## src/rtl/shift_right_seq.sv

```systemverilog
// shift_right_seq: multi-cycle 32-bit right shifter (srl / sra).
// One logarithmic stage (1, 2, 4, 8, 16) is applied per clock under a
// start/done handshake. Out is registered and only changes when a result
// completes or on reset.
module shift_right_seq #(
    parameter int WIDTH = 32
) (
    input  logic             clk,
    input  logic             rst_n,
    input  logic             start,
    input  logic [WIDTH-1:0] A,
    input  logic [WIDTH-1:0] S,
    input  logic             arith,
    output logic             busy,
    output logic             done,
    output logic [WIDTH-1:0] Out
);

    typedef enum logic {
        IDLE  = 1'b0,
        SHIFT = 1'b1
    } state_t;

    state_t           state_q;
    logic [2:0]       k_q;
    logic [WIDTH-1:0] work_q;
    logic [WIDTH-1:0] work_d;
    logic [4:0]       shamt_q;
    logic             fill_q;
    logic             busy_q;
    logic             done_q;
    logic [WIDTH-1:0] out_q;

    // Only the low five bits of the shift amount matter; the rest is dropped.
    logic unused_s;
    assign unused_s = ^S[WIDTH-1:5];

    // Stage k: shift by 2^k with the captured fill bit when shamt[k] is set.
    always_comb begin
        work_d = work_q;
        if (shamt_q[k_q]) begin
            case (k_q)
                3'd0:    work_d = {{1{fill_q}},  work_q[WIDTH-1:1]};
                3'd1:    work_d = {{2{fill_q}},  work_q[WIDTH-1:2]};
                3'd2:    work_d = {{4{fill_q}},  work_q[WIDTH-1:4]};
                3'd3:    work_d = {{8{fill_q}},  work_q[WIDTH-1:8]};
                3'd4:    work_d = {{16{fill_q}}, work_q[WIDTH-1:16]};
                default: work_d = work_q;
            endcase
        end else begin
            work_d = work_q;
        end
    end

    // Control FSM: accept a request in IDLE, run five stages, publish result.
    always_ff @(posedge clk or negedge rst_n) begin
        if (!rst_n) begin
            state_q <= IDLE;
            k_q     <= 3'd0;
            work_q  <= {WIDTH{1'b0}};
            shamt_q <= 5'd0;
            fill_q  <= 1'b0;
            busy_q  <= 1'b0;
            done_q  <= 1'b0;
            out_q   <= {WIDTH{1'b0}};
        end else begin
            case (state_q)
                IDLE: begin
                    done_q <= 1'b0;
                    if (start) begin
                        work_q  <= A;
                        shamt_q <= S[4:0];
                        // Sign fill is decided once, from the original operand.
                        fill_q  <= arith & A[WIDTH-1];
                        k_q     <= 3'd0;
                        busy_q  <= 1'b1;
                        state_q <= SHIFT;
                    end else begin
                        state_q <= IDLE;
                    end
                end
                SHIFT: begin
                    work_q <= work_d;
                    if (k_q == 3'd4) begin
                        out_q   <= work_d;
                        done_q  <= 1'b1;
                        busy_q  <= 1'b0;
                        k_q     <= 3'd0;
                        state_q <= IDLE;
                    end else begin
                        k_q <= k_q + 3'd1;
                    end
                end
                default: begin
                    state_q <= IDLE;
                    busy_q  <= 1'b0;
                    done_q  <= 1'b0;
                    k_q     <= 3'd0;
                end
            endcase
        end
    end

    assign busy = busy_q;
    assign done = done_q;
    assign Out  = out_q;

endmodule

```

## config.mk

```make
export PLATFORM = sky130hd
export DESIGN_NAME = shift_right_seq
export DESIGN_NICKNAME = d
export VERILOG_FILES = /design/src/rtl/shift_right_seq.sv
export SDC_FILE = /design/constraint.sdc
export NUM_CORES = 1
export LEC_CHECK = 0
export ABC_AREA = 1
export CORE_ASPECT_RATIO = 1.4
export CORE_MARGIN = 2
export CORE_UTILIZATION = 57
export DETAILED_ROUTE_END_ITERATION = 12
export PLACE_DENSITY = 0.87
export SLEW_MARGIN = 20
export SYNTH_ARGS = -nofsm -noshare
export SYNTH_HDL_FRONTEND = slang
export SYNTH_SLANG_ARGS = --single-unit
```

## constraint.sdc

```tcl
create_clock -name clk -period 4.8 [get_ports clk]
set_input_delay 0.96 -clock clk [delete_from_list [all_inputs] [get_ports clk]]
set_output_delay 0.96 -clock clk [all_outputs]
set_load 0.02 [all_outputs]
```

==> impl_metrics.toml <==
[clock_network]
cts-root-buf = "clkbuf_16"
clkTransAtPathRegs_ns = 0.06
postCtsSetupRepairBufs = 0
insertion_delay_ns = 0.34
cts_sinks = 76
ctsHoldBuffers = 0
cts_made_buffers = 9
cts.path.max_buffers = 2
post_cts_resized = 0
htree_levels = 3
cts_tree = "done"

[logic_synthesis]
synthCells = 819
synth_area_um2 = 5110
yosys_warnings = 0
syn_nets = 892
avgSynthCellArea_um2 = 6.24
ys_types = 16
yosysSeqAreaShare = 0.372
synth.ff_latch_count = 76

[global_route]
busiest_layer = "met2"
grt_usage = 0.338
global_route.usage.met2 = 0.603
overflow = 0
grt_pass1_wl_um = 26300
met1_usage = 0.401
use_met3 = 0.0442
first_global_vias = 5433
grt_max_degree = 77
antenna_found_initial = 0

[critical_path]
startpoint = "k_q[0]$_DFFE_PN0P_"
path_cells = "inv_1 > ha_1 > nand2_1 > inv_2 > nor2_1 > buf_4 > nand3_1 > nand2_1 > nand2_1 > nand3_1 > nand2_1"
timing.critical_path.mode_cell = "nand2_1"
worst_path_largest_cell_delay_ns = 0.81
reg2reg_slack_ns = 1.40
r2r-start = "k_q[0]$_DFFE_PN0P_"
crit_path_max_fanout = 24
worstSetupEndpoint = "work_q[31]$_DFFE_PN0P_"
cp-end-kind = "flop"
critPathBufInv = 3
crit_path_start_kind = "flop"
critical-path-slowest-cell = "nor2_1"
crit_family = "simple AND/OR/NAND/NOR gates"
critPathKind = "reg2reg"
crit_arrival_ns = 3.63
rr_endpoint = "work_q[31]$_DFFE_PN0P_"
worstRegToRegCells = 11
cp.required_ns = 5.03
worst-path-stages = 11

[drt]
viasPerCell = 5.81
drt-initial-drc-count = 567
vias = 5614
first_pass_iters = 6
wirelength_um = 16300
wl_per_cell_um = 16.9
ant_nets = 0
remaining_drc_errors = 0

[cells_and_area]
fin_area_um2 = 6160
nFillCells = 730
syn2layout_area_growth_pct = 20.5
layout_commonest_cell = "nand2_1"
final_cell_mix = "nand2_1, nand3_1, dfrtp_1, clkdlybuf4s50_1, inv_1"
diodes = 0
drive_above_1_share = 0.0383
utilization = 0.711
layout.nets = 930

[pwr]
switchingPower_mw = 2.39
sw_frac_of_total = 0.506
seqPwrFrac = 0.273
clkPwrFrac = 0.162
p_int_mw = 2.34
ir_drop_v = 0.000715
leakage_nw = 3.17
power_frac_comb = 0.564
p_total_mw = 4.73
power_density_nw_per_um2 = 768

[sta]
skew_ns = 0.00653
hold_violations = 0
setup_viol = 0
max_freq_ghz = 0.294
fin_tns_setup_ns = 0
max_slew.worst_pin.slew_ns = 1.06
rsz0062_at_grt = "no"
period_minus_slack_ns = 3.40
final.period_utilization = 0.708
slew_headroom = 0.290
drv_slew = 0

[floorplan]
fp.dieH_um = 116
die_w_um = 84.0
rows = 40
ios = 102
dieArea_um2 = 9750
core_um2 = 8660
initial_core_util = 0.590

[status]
outcome = "finished, final reports clean"

[place]
io_buffers = 74
dp_hpwl_um = 10600
gp_congestion = 0.947
place_area_um2 = 5820

[job]
drv_cap = 0

[worst_hold_path]
hold_class = "reg2reg"
hp-start = "Out[23]$_DFFE_PN0P_"
==> tightest hold or removal path, delay by kind of cell (launching register included) <==
kind / cells / cell delay, ns
flip-flops: 1 / 0.34
AND/OR/NAND/NOR: 2 / 0.10
==> through the flow <==
step,cells,setup WS [ns],hold WS (ns)
final,967,1.40,0.476
after global routing,967,1.21,0.510
after CTS,967,1.47,0.481
after detailed placement,951,1.49,0.464
after global placement,951,1.57,0.460
after floorplan,819,2.84,0.449
==> synth_stat cells <==
library cell / n / area, um^2
nand2_1: 370 / 1390
nand3_1: 112 / 561
dfrtp_1: 76 / 1900
inv_1: 63 / 236
o21ai_0: 47 / 235
nor2_1: 39 / 146
nand4_1: 32 / 200
clkbuf_1: 30 / 113
buf_2: 24 / 120
a22o_1: 12 / 105
ha_1: 5 / 62.6
buf_1: 4 / 15.0
inv_2: 2 / 7.51
nor3_1: 1 / 5.00
o21ai_2: 1 / 8.76
o22ai_1: 1 / 6.26
==> area by class of cell <==
type,instances,area [um^2],area share
Multi-Input combinational cell,620,2720,0.442
Sequential cell,76,1900,0.309
Timing Repair Buffer,85,821,0.133
Clock buffer,13,270,0.0439
Inverter,65,244,0.0396
Tap cell,105,131,0.0213
Clock inverter,3,67.6,0.0110
==> sequential cells by signal (all words and copies together), names as in the netlist <==
| register | cells |
|---|---|
| k_q | 3 |
| work_q | 32 |
| state_q | 1 |
| shamt_q | 5 |
| Out | 32 |
| busy | 1 |
| fill_q | 1 |
| done | 1 |
==> metal layers <==
metal | up-vias | share of wire | wire length (um)
met5 | - | 0 | 0
met4 | 0 | 0.031 | 501
met3 | 52 | 0.066 | 1070
met2 | 275 | 0.51 | 8400
met1 | 2604 | 0.39 | 6330
li1 | 2683 | - | -
==> how the worst min path moves through the flow <==
stage | slack (ns) | endpoint | cells past startpoint
after floorplan | 0.45 | shamt_q[1]$_DFFE_PN0P_ | 2
after global placement | 0.46 | busy$_DFFE_PN0P_ | 2
after detailed placement | 0.46 | Out[9]$_DFFE_PN0P_ | 2
after CTS | 0.48 | Out[30]$_DFFE_PN0P_ | 2
after global routing | 0.51 | Out[30]$_DFFE_PN0P_ | 2
final | 0.48 | Out[23]$_DFFE_PN0P_ | 2
==> cell families after synthesis <==
family / share of synthesized area
buffers and inverters: 0.0962
AOI/OAI and AO/OA: 0.0695
adders and majority gates: 0.0122
and+or+nand+nor: 0.450
DFF: 0.372
==> power by group through the flow <==
stage          logic [mW]  registers (mW)  clock network, mW
4_1_cts              2.65            1.27              0.768
3_5_place_dp         2.63            1.28                  0
5_1_grt              2.99            1.32              0.786
6_report             2.67            1.29              0.768
2_1_floorplan        1.78            1.28                  0
3_3_place_gp         2.54            1.27                  0
(Power assumes the default switching activity.)
